==> config.mk <==
export PLATFORM = sky130hd
export DESIGN_NAME = seg_scan_ctrl
export DESIGN_NICKNAME = d
export VERILOG_FILES = /design/src/rtl/seg_scan_ctrl.sv
export SDC_FILE = /design/constraint.sdc
export NUM_CORES = 1
export LEC_CHECK = 0
export CAP_MARGIN = 40
export CORE_ASPECT_RATIO = 2
export CORE_MARGIN = 8
export CORE_UTILIZATION = 49
export DETAILED_ROUTE_END_ITERATION = 10
export PLACE_DENSITY_LB_ADDON = 0.15
export SLEW_MARGIN = 5
export SYNTH_ARGS = -nofsm -noshare
export SYNTH_HDL_FRONTEND = slang
export SYNTH_SLANG_ARGS = --single-unit
==> constraint.sdc <==
create_clock -name i_clk -period 2.08 [get_ports i_clk]
set_clock_uncertainty 0.1 [all_clocks]
set_input_delay 0.208 -clock i_clk [delete_from_list [all_inputs] [get_ports i_clk]]
set_output_delay 0.208 -clock i_clk [all_outputs]
set_load 0.02 [all_outputs]
==> src/rtl/seg_scan_ctrl.sv <==
// Time-multiplexed 7-segment scan controller with frame-synchronous double-buffered digit load.
// Define SEG_LZB_EN to enable leading-zero blanking; the default build drives every digit.
module seg_scan_ctrl #(
   parameter int DIGITS = 4,
   parameter int DIV    = 50000,
   parameter int BLANK  = 500
) (
   input  logic                  i_clk,
   input  logic                  i_reset,
   input  logic                  i_load_valid,
   output logic                  o_load_ready,
   input  logic [4*DIGITS-1:0]   i_load_data,
   output logic [3:0]            o_bcd,
   input  logic [6:0]            i_seg_in,
   output logic [6:0]            o_seg,
   output logic [DIGITS-1:0]     o_an,
   output logic                  o_frame_done
);

   localparam int CNT_W = (DIV > 1) ? $clog2(DIV) : 1;
   localparam int IDX_W = (DIGITS > 1) ? $clog2(DIGITS) : 1;
   localparam logic [CNT_W-1:0] CNT_MAX   = CNT_W'(DIV - 1);
   localparam logic [CNT_W-1:0] CNT_BLANK = CNT_W'(BLANK);
   localparam logic [IDX_W-1:0] IDX_MAX   = IDX_W'(DIGITS - 1);

   typedef enum logic {S_BLANK, S_DRIVE} state_t;
   localparam state_t S_SLOT_START = (BLANK > 0) ? S_BLANK : S_DRIVE;

   function automatic logic [3:0] digit_of(input logic [4*DIGITS-1:0] vec,
                                           input logic [IDX_W-1:0]    idx);
      digit_of = vec[4*int'(idx) +: 4];
   endfunction

   logic [CNT_W-1:0]    r_cnt;
   logic [IDX_W-1:0]    r_idx;
   state_t              r_state;
   logic [4*DIGITS-1:0] r_active;
   logic [4*DIGITS-1:0] r_pending;
   logic                r_pend_valid;
   logic [3:0]          r_bcd;
   logic [DIGITS-1:0]   r_an;
   logic [6:0]          r_seg;
   logic                r_frame_done;

   logic [CNT_W-1:0]    w_cnt_nxt;
   logic [IDX_W-1:0]    w_idx_nxt;
   state_t              w_state_nxt;
   logic                w_wrap;
   logic                w_boundary;
   logic                w_accept;
   logic [4*DIGITS-1:0] w_active_nxt;
   logic [DIGITS-1:0]   w_lit;
   logic                w_drive;
   logic [DIGITS-1:0]   w_an_nxt;
   logic [6:0]          w_seg_nxt;

   // Slot FSM state register: cnt/idx position plus BLANK/DRIVE phase
   always_ff @(posedge i_clk) begin
      if (i_reset) begin
         r_cnt   <= '0;
         r_idx   <= '0;
         r_state <= S_SLOT_START;
      end else begin
         r_cnt   <= w_cnt_nxt;
         r_idx   <= w_idx_nxt;
         r_state <= w_state_nxt;
      end
   end

   always_comb begin
      w_cnt_nxt  = r_cnt + 1'b1;
      w_idx_nxt  = r_idx;
      w_wrap     = (r_cnt == CNT_MAX);
      w_boundary = w_wrap && (r_idx == IDX_MAX);
      if (w_wrap) begin
         w_cnt_nxt = '0;
         w_idx_nxt = (r_idx == IDX_MAX) ? '0 : r_idx + 1'b1;
      end
      w_state_nxt = (w_cnt_nxt < CNT_BLANK) ? S_BLANK : S_DRIVE;
   end

   assign o_load_ready = !r_pend_valid && !i_reset;
   assign w_accept     = i_load_valid && o_load_ready;
   assign w_active_nxt = (w_boundary && r_pend_valid) ? r_pending : r_active;

`ifdef SEG_LZB_EN
   // A digit stays lit once it or any more-significant digit is non-zero
   always_comb begin : lzb_scan
      logic nz;
      nz    = 1'b0;
      w_lit = '0;
      for (int i = DIGITS - 1; i >= 0; i--) begin
         nz       = nz | (r_active[4*i +: 4] != 4'd0);
         w_lit[i] = nz || (i == 0);
      end
   end
`else
   assign w_lit = '1;
`endif

   always_comb begin
      w_drive  = (r_state == S_DRIVE) && w_lit[r_idx];
      w_an_nxt = '0;
      w_seg_nxt = '0;
      if (w_drive) begin
         w_an_nxt  = DIGITS'(1) << r_idx;
         w_seg_nxt = i_seg_in;
      end
   end

   // Buffers and registered outputs; bcd follows the idx that takes effect on this edge
   always_ff @(posedge i_clk) begin
      if (i_reset) begin
         r_active     <= '0;
         r_pending    <= '0;
         r_pend_valid <= 1'b0;
         r_bcd        <= '0;
         r_an         <= '0;
         r_seg        <= '0;
         r_frame_done <= 1'b0;
      end else begin
         r_active <= w_active_nxt;
         if (w_accept) begin
            r_pending    <= i_load_data;
            r_pend_valid <= 1'b1;
         end else if (w_boundary) begin
            r_pend_valid <= 1'b0;
         end
         r_bcd        <= digit_of(w_active_nxt, w_idx_nxt);
         r_an         <= w_an_nxt;
         r_seg        <= w_seg_nxt;
         r_frame_done <= w_boundary;
      end
   end

   assign o_bcd        = r_bcd;
   assign o_an         = r_an;
   assign o_seg        = r_seg;
   assign o_frame_done = r_frame_done;

endmodule

==> impl_metrics.json, run 1 <==
{
  "status": "complete, no violations",
  "vias": 2847,
  "min_path_type": "input port to register",
  "grt_pass1_vias": 2823,
  "critPathTopFamily": "simple AND/OR/NAND/NOR gates",
  "yosys.area_share.simple_pct": 28.8,
  "drive_gt1_share_pct": 19.2,
  "layout.nets": 477,
  "initial_utilization_pct": 50.2,
  "p_leak_nw": 1.58,
  "multi_input_area_um2": 1700,
  "critical_path_arrival_ps": 2220,
  "area_growth_pct": 36.3,
  "fp.dieW_um": 72.4,
  "drcViolationCount": 0,
  "clock_sinks": 68,
  "cp_max_fo": 7,
  "p_int_mw": 2.35,
  "cts.htree.levels": 3,
  "routed_wl_mm": 7.63,
  "critPathRequiredTime_ps": 2250,
  "synth-async-reset-ratio_pct": 0,
  "grt.overflow.total": 0,
  "placed_cell_area_um2": 3830,
  "worst_slew_pin_slew_ps": 590,
  "timing.final.crit_share_pct": 98.9,
  "design_area_um2": 4250,
  "n_fill_cell": 520,
  "final_common_cell": "dfxtp_1",
  "power_density_nw_per_um2": 701,
  "wl_per_cell_um": 14.1,
  "fp.dieH_um": 129,
  "synth_edf_count": 0,
  "place_congestion": 0.975,
  "rows": 41,
  "cp_slowest_cell": "or3_4",
  "diodes": 0,
  "syn_area_um2": 3120,
  "ys_types": 54,
  "clock_latency_ps": 330,
  "power.total_mw": 2.98,
  "max-cap-violations": 0,
  "vdd_drop_max_uv": 615,
  "grt_max_degree": 33,
  "root_buffer": "clkbuf_16",
  "grt_pass1_wl_mm": 12.8,
  "combPwrFrac_pct": 5.1,
  "power_switching_share_pct": 21.2,
  "switchingPower_mw": 0.632,
  "dieArea_um2": 9320,
  "synth-main-ff-cell": "dfxtp_1",
  "fin_hold_ws_ps": 334,
  "yosys-mux-area-fraction_pct": 4.05,
  "dr.pass1.iters": 5,
  "drtIter0Drc": 180,
  "cts_hold_buf": 0,
  "relSlewSlack_pct": 60.6,
  "numCtsBuffers": 9,
  "ys_ff_latch": 68,
  "share_clk_of_total_power_pct": 49.2,
  "tritoncts": "yes",
  "ant_nets": 0,
  "ys_warn_count": 0,
  "clock_path_buffers": 2,
  "synth-xor-area-share_pct": 3.65,
  "port_buffers": 42,
  "seqPwrFrac_pct": 45.6,
  "syn-mean-instance-area_um2": 8.18,
  "layout_min_cycle_time_ps": 2060,
  "antenna_found_initial": 0,
  "slew_violations": 0,
  "synth_top_family_by_area": "simple AND/OR/NAND/NOR gates",
  "synthAdderAreaFrac_pct": 0.803,
  "synth_compound_area_share_pct": 13.8,
  "yosysSeqAreaShare_pct": 43.7,
  "synthCells": 381,
  "path_cells": "nor4_1, and4_4, mux2i_4, o22ai_2, or3_4, a21oi_2",
  "dp_hpwl_mm": 5.52,
  "max_stage_delay_ps": 390,
  "vias_per_cell": 5.27,
  "crit_path_end_kind": "register",
  "regArea_um2": 1370,
  "grt_setup_unrepaired": "yes",
  "worst-path-buf-inv": 0,
  "fmax_mhz": 486,
  "setup.worst_path.start_class": "register",
  "synth_nets": 409,
  "final-hold-violation-count": 0,
  "setup_viol": 0,
  "clk_pin_slew_worst_paths_ps": 50,
  "fp.coreArea_um2": 6210,
  "final_cell_mix": "dfxtp_1 (65), nand2_1 (64), clkdlybuf4s50_1 (42)",
  "track_usage_pct": 17.3,
  "path_class": "register to register",
  "ioPinCount": 43
}
## logic make-up after synthesis
group,count (synthesis)
simple gates,180
compound gates,73
flops,68
buf+inv,34
xor+xnor,13
mux,11
fa+ha+maj,2
## power by group through the flow
stage | Sequential (mW) | Combinational [mW] | Clock, mW
floorplan | 1.38 | 0.0669 | 0
global placement | 1.38 | 0.139 | 0
detailed placement | 1.38 | 0.144 | 0
CTS | 1.36 | 0.149 | 1.50
global route | 1.36 | 0.169 | 1.56
finish | 1.36 | 0.153 | 1.47
## through the flow
step | TNS, ps | setup slack (ps) | util [%] | std cells
floorplan | -3.82 | -3.82 | - | 381
global placement | -48.9 | -23.3 | 61.6 | 521
detailed placement | -178 | -61.4 | 61.6 | 521
CTS | 0 | 16.8 | 67.0 | 537
global route | -87.9 | -70.5 | 68.4 | 540
finish | 0 | 23.3 | 68.4 | 540
## synthesized netlist by cell type (5+ instances only)
library cell	n	area, µm²
a21oi_1	27	135
and2_1	9	56.3
buf_2	8	40.0
clkbuf_1	15	56.3
dfxtp_1	68	1360
inv_1	5	18.8
mux2i_1	7	70.1
nand2_1	64	240
nand2b_1	20	125
nand3_1	10	50.1
nor2_1	32	120
nor3_1	8	40.0
o211ai_1	5	37.5
o21ai_0	22	110
xnor2_1	7	61.3
xor2_1	6	52.6
## sequential cells by signal, indices dropped and copies added, names as in the netlist
register      count
r_active         16
r_cnt            16
r_pending        16
o_seg             7
o_an              4
o_bcd             4
r_idx             2
o_frame_done      1
r_pend_valid      1
r_state           1
## per-layer routing
metal,GRT usage (%),routed length (µm),vias up
met3,4.36,359,18
met2,28.1,3860,86
met1,19.5,3190,1306
met5,0,0,-
li1,-,-,1437
met4,10.5,212,0
## final cells by class
cell class              instances  area share (%)
clock buffers                  10            5.39
clock inverters                 6            1.53
inverters                       6           0.530
multi-input cells             279            39.9
flip-flops and latches         68            32.1
well taps                      86            2.53
repair buffers                 85            18.0
## final timing paths
check                 endpoint      startpoint  cells past startpoint  slack, ps
hold / removal    r_pending[6]  i_load_data[6]                      3        330
hold reg to reg   r_active[14]    r_active[14]                      2        350
setup / recovery      o_bcd[0]       r_cnt[11]                      6         20
setup reg to reg      o_bcd[0]       r_cnt[11]                      6         20
## what timing repair did
item / 4_1_cts / 5_1_grt
pin swaps: 2 / 9
resized for setup: 9 / 13
setup endpoints to repair: 5 / 16
buffers inserted: 0 / 3
## worst min-delay path, stage by stage
cell             delay (ps)
clkdlybuf4s50_1         390
nand2_1                  50
o21ai_0                  60
No activity file was read; power rests on OpenSTA's default activity.
==> run 2, diff against run 1 <==
--- a/config.mk
+++ b/config.mk
@@ -11,6 +11,7 @@
 export CORE_UTILIZATION = 49
 export DETAILED_ROUTE_END_ITERATION = 10
 export PLACE_DENSITY_LB_ADDON = 0.15
+export SETUP_SLACK_MARGIN = 0.05
 export SLEW_MARGIN = 5
 export SYNTH_ARGS = -nofsm -noshare
 export SYNTH_HDL_FRONTEND = slang
==> run 2 against run 1 <==
Design area rose by 1.1%. Highest routed layer unchanged. Die area unchanged. Clock-buffer cell count unchanged. Critical path depth grew 1. Clock power barely moved. Combinational power about the same. Sequential power hardly changed. Critical path type unchanged.
==> impl_metrics.json, run 2 (synthesis gave the netlist of run 1 again) <==
{
  "fp.dieH_um": 129,
  "port_buffers": 42,
  "final-hold-violation-count": 0,
  "clk_pin_slew_worst_paths_ps": 60,
  "fmax_mhz": 501,
  "setup.worst_path.start_class": "register",
  "setup_viol": 0,
  "slew_violations": 0,
  "vias_per_cell": 5.30,
  "relSlewSlack_pct": 64.0,
  "antenna_found_initial": 0,
  "final_cell_mix": "dfxtp_1 (65), nand2_1 (64), clkdlybuf4s50_1 (42)",
  "layout.nets": 476,
  "max_stage_delay_ps": 350,
  "path_cells": "ha_4, and3_4, and4_4, mux2i_4, o22ai_2, or3_1, a21oi_2",
  "numCtsBuffers": 9,
  "vdd_drop_max_uv": 673,
  "ioPinCount": 43,
  "drcViolationCount": 0,
  "n_fill_cell": 514,
  "routed_wl_mm": 7.67,
  "dieArea_um2": 9320,
  "track_usage_pct": 17.6,
  "design_area_um2": 4290,
  "cts.htree.levels": 3,
  "drtIter0Drc": 107,
  "layout_min_cycle_time_ps": 2000,
  "dp_hpwl_mm": 5.65,
  "grt.overflow.total": 0,
  "grt_setup_unrepaired": "yes",
  "ant_nets": 0,
  "grt_max_degree": 33,
  "min_path_type": "input port to register",
  "timing.final.crit_share_pct": 96.0,
  "p_leak_nw": 1.57,
  "initial_utilization_pct": 50.2,
  "cts_hold_buf": 0,
  "utilization_pct": 69.2,
  "place_congestion": 0.944,
  "vias": 2858,
  "reg.largest.list": "r_active (16), r_cnt (16), r_pending (16)",
  "fp.dieW_um": 72.4,
  "worst-path-buf-inv": 0,
  "status": "complete, no violations",
  "drive_gt1_share_pct": 21.4,
  "max-cap-violations": 0,
  "clock_sinks": 68,
  "diodes": 0,
  "area_growth_pct": 37.8,
  "crit_path_end_kind": "register",
  "placed_cell_area_um2": 3840,
  "power_density_nw_per_um2": 696,
  "critical_path_arrival_ps": 2160,
  "cp_slowest_cell": "dfxtp_4",
  "worst_slew_pin_slew_ps": 539,
  "cp_max_fo": 7,
  "path_class": "register to register",
  "tritoncts": "yes",
  "grt_pass1_vias": 2837,
  "grt_pass1_wl_mm": 12.9,
  "final_common_cell": "dfxtp_1",
  "dr.pass1.iters": 5,
  "clock_latency_ps": 330,
  "critPathRequiredTime_ps": 2240,
  "critPathTopFamily": "simple AND/OR/NAND/NOR gates",
  "root_buffer": "clkbuf_16",
  "wl_per_cell_um": 14.2,
  "rows": 41,
  "fp.coreArea_um2": 6210,
  "clock_path_buffers": 2
}
==> run 2: per-stage QoR <==
step	total power [mW]	cells	worst slack, ps	hold slack, ps	setup TNS (ps)
after floorplan	1.45	381	62.7	217	0
after global placement	1.52	520	2.50	345	0
after detailed placement	1.53	520	-71.9	352	-375
after CTS	3.00	536	48.9	321	0
after global routing	3.10	539	-39.2	337	-39.2
final	2.99	539	83.6	328	0
==> run 2: final timing paths <==
kind                                startpoint  slack, ps  cells past startpoint            to
worst max register to register        r_cnt[1]         80                      7      o_bcd[1]
worst max-delay path                  r_cnt[1]         80                      7      o_bcd[1]
worst min-delay path            i_load_data[1]        330                      3  r_pending[1]
worst min register to register     r_active[6]        360                      2   r_active[6]
==> run 2: repair_timing <==
action / in CTS / in global routing
setup endpoints to repair: 21 / 21
pin swaps: 2 / 7
cloned: 0 / 1
gates resized for setup: 9 / 25
buffers inserted: 0 / 2
==> run 2: cell type report <==
cell class / count / area (µm²) / area share, %
inverters: 6 / 22.5 / 0.524
well taps: 86 / 108 / 2.51
clock buffers: 10 / 229 / 5.33
clock inverters: 6 / 63.8 / 1.49
flip-flops and latches: 68 / 1370 / 31.9
multi-input cells: 279 / 1740 / 40.6
repair buffers: 84 / 757 / 17.6
==> run 2: tightest hold or removal path: stages <==
cell	delay (ps)
clkdlybuf4s50_1	390
nand2_1	50
o21ai_0	60
==> run 2: per-layer routing <==
metal,global-route usage (%),wire (µm),up-vias
li1,-,-,1432
met1,20.1,3290,1337
met2,27.9,3830,73
met3,4.44,290,16
met4,11.6,257,0
met5,0,0,-
==> run 2: where the power goes <==
group	total [mW]	internal (mW)	switching, mW
clock	1.48	0.927	0.550
sequential	1.36	1.33	0.0249
combinational	0.155	0.0889	0.0665
